$ cat src/rtl/sequential_regdec_ctrl_if.sv
// Bundle between the shift-stage controller and its requester / downstream shift stage.
// dbg_state mirrors the controller FSM for observation only.
interface sequential_regdec_ctrl_if;
  logic       start;
  logic [7:0] data_in;
  logic [2:0] shift_count;
  logic [7:0] stage_out;
  logic [2:0] sequenceur;
  logic [7:0] stage_in;
  logic       busy;
  logic       done;
  logic [7:0] result;
  logic [1:0] dbg_state;

  modport master (
    output start, data_in, shift_count, stage_out,
    input  sequenceur, stage_in, busy, done, result, dbg_state
  );

  modport slave (
    input  start, data_in, shift_count, stage_out,
    output sequenceur, stage_in, busy, done, result, dbg_state
  );
endinterface

$ cat src/rtl/sequential_regdec_ctrl.sv
// Drives the left-shift stage through load, step 1..N, capture, and returns the
// captured stage byte in result with a one-cycle done pulse.
module sequential_regdec_ctrl (
  input  logic                     clk,
  input  logic                     reset,
  sequential_regdec_ctrl_if.slave  bus
);

  // Handshake: start is taken on an edge only in IDLE (busy=0); busy stays high from
  // that edge until the capture edge, which also raises done for exactly one cycle.
  localparam logic [1:0] S_IDLE    = 2'd0;
  localparam logic [1:0] S_LOAD    = 2'd1;
  localparam logic [1:0] S_STEP    = 2'd2;
  localparam logic [1:0] S_CAPTURE = 2'd3;

  logic [1:0] state_q,      state_d;
  logic [2:0] target_q,     target_d;
  logic [2:0] sequenceur_q, sequenceur_d;
  logic [7:0] stage_in_q,   stage_in_d;
  logic [7:0] result_q,     result_d;
  logic       busy_q,       busy_d;
  logic       done_q,       done_d;

  always_comb begin
    state_d      = state_q;
    target_d     = target_q;
    sequenceur_d = sequenceur_q;
    stage_in_d   = stage_in_q;
    result_d     = result_q;
    busy_d       = busy_q;
    done_d       = 1'b0;

    case (state_q)
      S_IDLE: begin
        busy_d       = 1'b0;
        sequenceur_d = 3'd0;
        if (bus.start) begin
          stage_in_d = bus.data_in;
          target_d   = bus.shift_count;
          busy_d     = 1'b1;
          state_d    = S_LOAD;
        end
      end
      S_LOAD: begin
        if (target_q == 3'd0) begin
          state_d = S_CAPTURE;
        end else begin
          sequenceur_d = 3'd1;
          state_d      = S_STEP;
        end
      end
      S_STEP: begin
        // target never exceeds 7, so the increment cannot wrap before the match.
        if (sequenceur_q == target_q) begin
          state_d = S_CAPTURE;
        end else begin
          sequenceur_d = sequenceur_q + 3'd1;
        end
      end
      S_CAPTURE: begin
        result_d     = bus.stage_out;
        done_d       = 1'b1;
        busy_d       = 1'b0;
        sequenceur_d = 3'd0;
        state_d      = S_IDLE;
      end
      default: begin
        state_d = S_IDLE;
      end
    endcase
  end

  always_ff @(posedge clk or negedge reset) begin
    if (!reset) begin
      state_q      <= S_IDLE;
      target_q     <= 3'd0;
      sequenceur_q <= 3'd0;
      stage_in_q   <= 8'h00;
      result_q     <= 8'h00;
      busy_q       <= 1'b0;
      done_q       <= 1'b0;
    end else begin
      state_q      <= state_d;
      target_q     <= target_d;
      sequenceur_q <= sequenceur_d;
      stage_in_q   <= stage_in_d;
      result_q     <= result_d;
      busy_q       <= busy_d;
      done_q       <= done_d;
    end
  end

  assign bus.sequenceur = sequenceur_q;
  assign bus.stage_in   = stage_in_q;
  assign bus.result     = result_q;
  assign bus.busy       = busy_q;
  assign bus.done       = done_q;
  assign bus.dbg_state  = state_q;

endmodule
$ cat src/flat_wrapper.sv
// flat-port wrapper written by rule: the top's interface ports become plain ports
module sequential_regdec_ctrl_flat 
  (clk, reset, bus_start, bus_data_in, bus_shift_count, bus_stage_out, bus_sequenceur, bus_stage_in, bus_busy, bus_done, bus_result, bus_dbg_state);
  sequential_regdec_ctrl_if bus_i ();
  input  logic clk;
  input  logic reset;
  input wire logic [$bits(bus_i.start)-1:0] bus_start;
  input wire logic [$bits(bus_i.data_in)-1:0] bus_data_in;
  input wire logic [$bits(bus_i.shift_count)-1:0] bus_shift_count;
  input wire logic [$bits(bus_i.stage_out)-1:0] bus_stage_out;
  output wire logic [$bits(bus_i.sequenceur)-1:0] bus_sequenceur;
  output wire logic [$bits(bus_i.stage_in)-1:0] bus_stage_in;
  output wire logic [$bits(bus_i.busy)-1:0] bus_busy;
  output wire logic [$bits(bus_i.done)-1:0] bus_done;
  output wire logic [$bits(bus_i.result)-1:0] bus_result;
  output wire logic [$bits(bus_i.dbg_state)-1:0] bus_dbg_state;
  assign bus_i.start = bus_start;
  assign bus_i.data_in = bus_data_in;
  assign bus_i.shift_count = bus_shift_count;
  assign bus_i.stage_out = bus_stage_out;
  assign bus_sequenceur = bus_i.sequenceur;
  assign bus_stage_in = bus_i.stage_in;
  assign bus_busy = bus_i.busy;
  assign bus_done = bus_i.done;
  assign bus_result = bus_i.result;
  assign bus_dbg_state = bus_i.dbg_state;
  sequential_regdec_ctrl u_core (.clk(clk), .reset(reset), .bus(bus_i));
endmodule
$ cat config.mk
export PLATFORM = sky130hd
export DESIGN_NAME = sequential_regdec_ctrl_flat
export DESIGN_NICKNAME = d
export VERILOG_FILES = /design/src/rtl/sequential_regdec_ctrl_if.sv /design/src/rtl/sequential_regdec_ctrl.sv /design/src/flat_wrapper.sv
export SDC_FILE = /design/constraint.sdc
export NUM_CORES = 1
export LEC_CHECK = 0
export CAP_MARGIN = 20
export CORE_MARGIN = 8
export CORE_UTILIZATION = 46
export CTS_CLUSTER_SIZE = 28
export DETAILED_ROUTE_END_ITERATION = 12
export PLACE_DENSITY = 0.83
export SLEW_MARGIN = 10
export SYNTH_ARGS = -nofsm -noshare
export SYNTH_HDL_FRONTEND = slang
export SYNTH_SLANG_ARGS = --single-unit
$ cat constraint.sdc
create_clock -name clk -period 3.5 [get_ports clk]
set_input_delay 1.05 -clock clk [delete_from_list [all_inputs] [get_ports clk]]
set_output_delay 1.05 -clock clk [all_outputs]
set_load 0.02 [all_outputs]
**After elaboration in Yosys (flattened, before gate mapping)**

Cells that the tools add are included.

- Flip-flop bits (word level): 26
- Latch bits: 0
- Bits in writable memories: 0
- Memory bits (read-only): 0
- Input bits: 22
- Word-level logic and storage cells: 33
- Memories kept: 0

- Add/sub/neg operators: 1
- Multipliers: 0
- Div/mod/pow operators: 0
- Magnitude comparators: 0
- Equal/unequal tests: 8
- Shift operators: 0
- Mux-type cells: 10
- Bitwise gates (word level): 0
- Reduce and logical (&&, ||, !) cells: 7

Operator list:

| kind | count |
|---|---|
| $pmux W3 S3 | 1 |
| $pmux W2 S4 | 1 |
| $mux W3 | 2 |
| $ne A2 B2 Y1 const B | 3 |
| $reduce_and A2 Y1 | 3 |
| $eq A2 B2 Y1 const B | 2 |
| $mux W2 | 2 |
| $add A3 B1 Y3 const B | 1 |
| $eq A3 B3 Y1 | 1 |
| $logic_not A3 Y1 | 1 |
| $mux W1 | 3 |
| $eq A2 B1 Y1 const B | 1 |
| $logic_not A2 Y1 | 1 |
| $ne A2 B1 Y1 const B | 1 |
| $pmux W1 S2 | 1 |
| $reduce_bool A2 Y1 | 1 |
| $reduce_or A2 Y1 | 1 |

**Logic depth before layout (Yosys ltp)**

- Depth after elaboration: 3
- Depth in mapped cells: 6
- Depth with buffers taken out: 6

**Least setup slack after synthesis**

Ideal clock, no wire load.

- Path type: input-to-reg
- Start: input bus_start
- End: register u_core.stage_in_q[1], in the netlist u_core.bus.stage_in[1]
- Arrival time: 1,816 ps
- Required time: 3,375 ps
- Setup slack: 1,560 ps
- Stages on the path: 3
- Path buffers: 1
- Cells stage by stage: nand2_1 clkbuf_1 mux2_2

- Longest elaborated chain between the ends: 1

RTL lines:

| what | line | source |
|---|---|---|
| start: declaration | flat_wrapper.sv:7 | `input wire logic [$bits(bus_i.start)-1:0] bus_start;` |
| $reduce_and A2 Y1 (no line) | - |  |
| end signal: assignment | sequential_regdec_ctrl.sv:86 | `stage_in_q <= stage_in_d;` |
| end: declaration | sequential_regdec_ctrl.sv:19 | `logic [7:0] stage_in_q, stage_in_d;` |

No other way between the ends.
A chain may end at the register's enable or synchronous reset.

**Worst setup path after layout**

- Start: register u_core.state_q[0], in the netlist u_core.bus.dbg_state[0]
- End: output bus_dbg_state[0]

RTL lines:

| what | line | source |
|---|---|---|
| start: declaration | sequential_regdec_ctrl.sv:16 | `logic [1:0] state_q, state_d;` |
| start signal: assignment | sequential_regdec_ctrl.sv:83 | `state_q <= state_d;` |
| end: declaration | flat_wrapper.sv:16 | `output wire logic [$bits(bus_i.dbg_state)-1:0] bus_dbg_state;` |

No word-level cell between the ends.

==> impl_results.md <==
- Status: completed
- Comb power frac: 58.3%
- Top cells by area, synth: dfrtp_1, mux2_2, ha_1, xnor2_1, nor4b_4
- Worst Hold Class: register to register
- Endpoints failing setup: 0
- Via density: 5.169
- Area of the multi-input gates: 539.3 sq um
- XOR/XNOR share of the synthesized area: 2.174%
- Fin. max-slew vios: 0
- Worst Path Arrival: 1.45 ns
- Final ANT Viol Nets: 0
- Die Y: 67.26 microns
- Area delta synth->final: 41.41%
- Core ar.: 2477 sq um
- DRC: 0
- Post-detail-place hpwl: 2119 microns
- Syn nets: 119
- Clock root buffer: clkbuf_4
- Die ar.: 4524 sq um
- Part of the power in registers: 34.3%
- Ys flop type: dfrtp_1
- Maximum clock rate: 0.4007 GHz
- Net Sw Power: 650.3 uW
- Final min period: 2.496 ns
- Worst path bufs/invs: 1
- Synth Area in Simple Gates: 9.420%
- Cell taking the most area after synthesis: dfrtp_1
- Fin. Hold Viols: 0
- P_int: 1.002 mW
- Horizontal die dimension: 67.26 microns
- Inserted Clock Buffers: 3
- Unrepaired setup endpoints after global routing: false
- PortBufs: 44
- Flops & latches, synth: 26
- Max FO, Critical Path: 6
- Post-synth ARST share: 100.0%
- Clk pwr share: 7.4%
- Slew HR: 66.93%
- Top-area cell type share of the netlist area: 53.83%
- Filler cell count: 192
- Vias in the first global route: 919
- Adder-cell share of the synthesized area: 7.246%
- Setup TNS: 0 ns
- Total track usage: 12.54%
- Post-cts resize count: 0
- # clock sinks: 26
- RD Place Congestion: 0.7731
- Yosys warns: 0
- Clock Latency Late Sink: 0.31 ns
- CTS H-tree depth: 1
- Max cap viols: 0
- Critical Path Sink Type: primary output
- Tightest Pin Transition: 0.4940 ns
- Antenna Cells: 0
- Non-Filler Instances: 166
- Avg WL per Cell: 15.76 microns
- Synth cell types: 24
- # IOs: 45
- IR drop worst, VDD: 707.7 uV
- Sequential share of the synthesized area: 53.83%
- Period utilization: 71.31%
- Crit Path Category: register to primary output
- FF/Latch Area: 650.6 sq um
- Critical path required time: 2.45 ns
- Slowest library cell on the worst path: clkdlybuf4s50_1
- Synth Area in Compound Gates: 5.901%
- Initial antenna violation count: 0
- Layout Nets: 167
- Avg Inst Size Synth: 13.43 sq um
- Post-CTS setup buffers: 0
- Hold Crit Depth: 2
- Initial Util: 48.79%
- Via count: 858
- Overflow after GRT: 0
- Top delay family on crit path: buffers and inverters
- Pin count of the biggest net entering global routing: 27
- Pre-Repair DR Iteration Count: 4
- R2R depth: 6
- Leak Pwr: 0.7229 nW
- Max Root-Sink Buffers: 2
- Switching share of total power: 39.35%
- Row count: 18
- CTS tree: done
- Global-route wire length before repair: 4429 microns
- Largest stage delay on the critical path: 0.65 ns
- Post-synthesis mux area share: 19.88%
- Skew final: 0.006194 ns
- Crit path depth: 1
- Crit start category: register
- Largest family of logic cells by synthesized area: multiplexers
- Post-Route WL: 2616 microns
- Cell chain of the critical path: clkdlybuf4s50_1
- Fraction of layout instances using a drive strength above 1: 20.59%
- Initial DRC Count: 25
- Post-synth EDFFs: 0
- Hold Buf Count CTS: 0
- Mapped Area: 1209 sq um
- Clock slew at reported path FFs: 0.13 ns
- Post-Synthesis Cells: 90
- Pwr per Cell Area: 967.0 nW/um^2
- Post-Place Cells: 163
-- power by group through the flow --
stage                     registers [mW]  clock network [mW]  logic [mW]
final                              0.567               0.122       0.963
after detailed placement           0.577                   0       0.979
after CTS                          0.571               0.129       0.981
after floorplan                    0.723                   0       0.431
after global routing               0.593               0.138        1.04
after global placement             0.566                   0       0.943
-- through the flow --
stage               total power [mW]  area (sq um)  utilization (%)  worst slack [ns]  hold WS, ns
floorplan                      1.154          1209                -             1.560       0.5820
global placement               1.509          1687            68.08             1.126       0.4750
detailed placement             1.556          1687            68.08             1.097       0.4839
CTS                            1.680          1709            68.99            0.9803       0.5145
global route                   1.769          1709            68.99            0.9355       0.5413
finish                         1.653          1709            68.99             1.004       0.5058
-- cell usage after synthesis, drive strengths merged, types with 2 or more instances --
cell and count:
a21oi 2, nor2 5, clkbuf 2, nor3 3
mux2 21, nand2 5, inv 3, dfrtp 26
xnor2 3, ha 7, o21ai 2, nor2b 2
-- final timing paths --
kind | startpoint | end | slack (ns)
setup / recovery | u_core.bus.dbg_state[0] | bus_dbg_state[0] | 1.00
hold / removal | u_core.bus.busy | u_core.bus.busy | 0.51
setup reg to reg | u_core.bus.dbg_state[1] | u_core.bus.sequenceur[0] | 1.72
hold reg to reg | u_core.bus.busy | u_core.bus.busy | 0.51
max in group asynchronous | reset | u_core.bus.stage_in[4] | 2.17
min in group asynchronous | reset | u_core.bus.result[6] | 1.08
-- kinds of logic (layout without fill, tap and decap cells) --
kind of cell,Yosys count,in the layout
AND/OR/NAND/NOR,19,19
AO/OA/AOI/OAI,9,9
buffers and inverters,5,51
multiplexers,21,21
adder cells (fa/ha/maj),7,7
flip-flops,26,26
XOR/XNOR,3,3
-- layout by cell type (no fill, tap or decap) --
cell type,instances
a211oi_1,1
a21oi_1,2
a221o_1,1
a221oi_2,1
a2bb2oi_1,1
a32o_1,1
and2_1,1
buf_4,1
clkbuf_4,3
clkdlybuf4s50_1,44
dfrtp_1,26
ha_1,7
inv_1,3
mux2_1,1
mux2_2,19
mux2_4,1
nand2_1,5
nand2b_1,1
nand3_2,1
nor2_1,4
nor2_2,1
nor2b_1,2
nor3_1,3
nor4b_4,1
o21ai_0,2
xnor2_1,3
-- per-layer routing --
metal / share of wire (%) / global-route usage, % / wire length (microns)
met5: 0 / 0 / 0
met4: 1.5 / 5.483 / 38
met3: 4.1 / 1.490 / 107
met2: 54 / 22.10 / 1416
met1: 40 / 14.99 / 1053
-- flip-flops by register name (all words and copies together) (netlist names) --
signal	flops
u_core.bus.sequenceur	3
u_core.bus.done	1
u_core.target_q	3
u_core.bus.result	8
u_core.bus.busy	1
u_core.bus.dbg_state	2
u_core.bus.stage_in	8
-- layout make-up --
type / instances / share of cell area [%]
inverters: 3 / 0.6589
clock buffers: 3 / 1.318
flip-flops and latches: 26 / 38.07
repair buffers: 45 / 26.21
well taps: 30 / 2.196
multi-input cells: 59 / 31.55
Power figures use the tool's default switching activity.
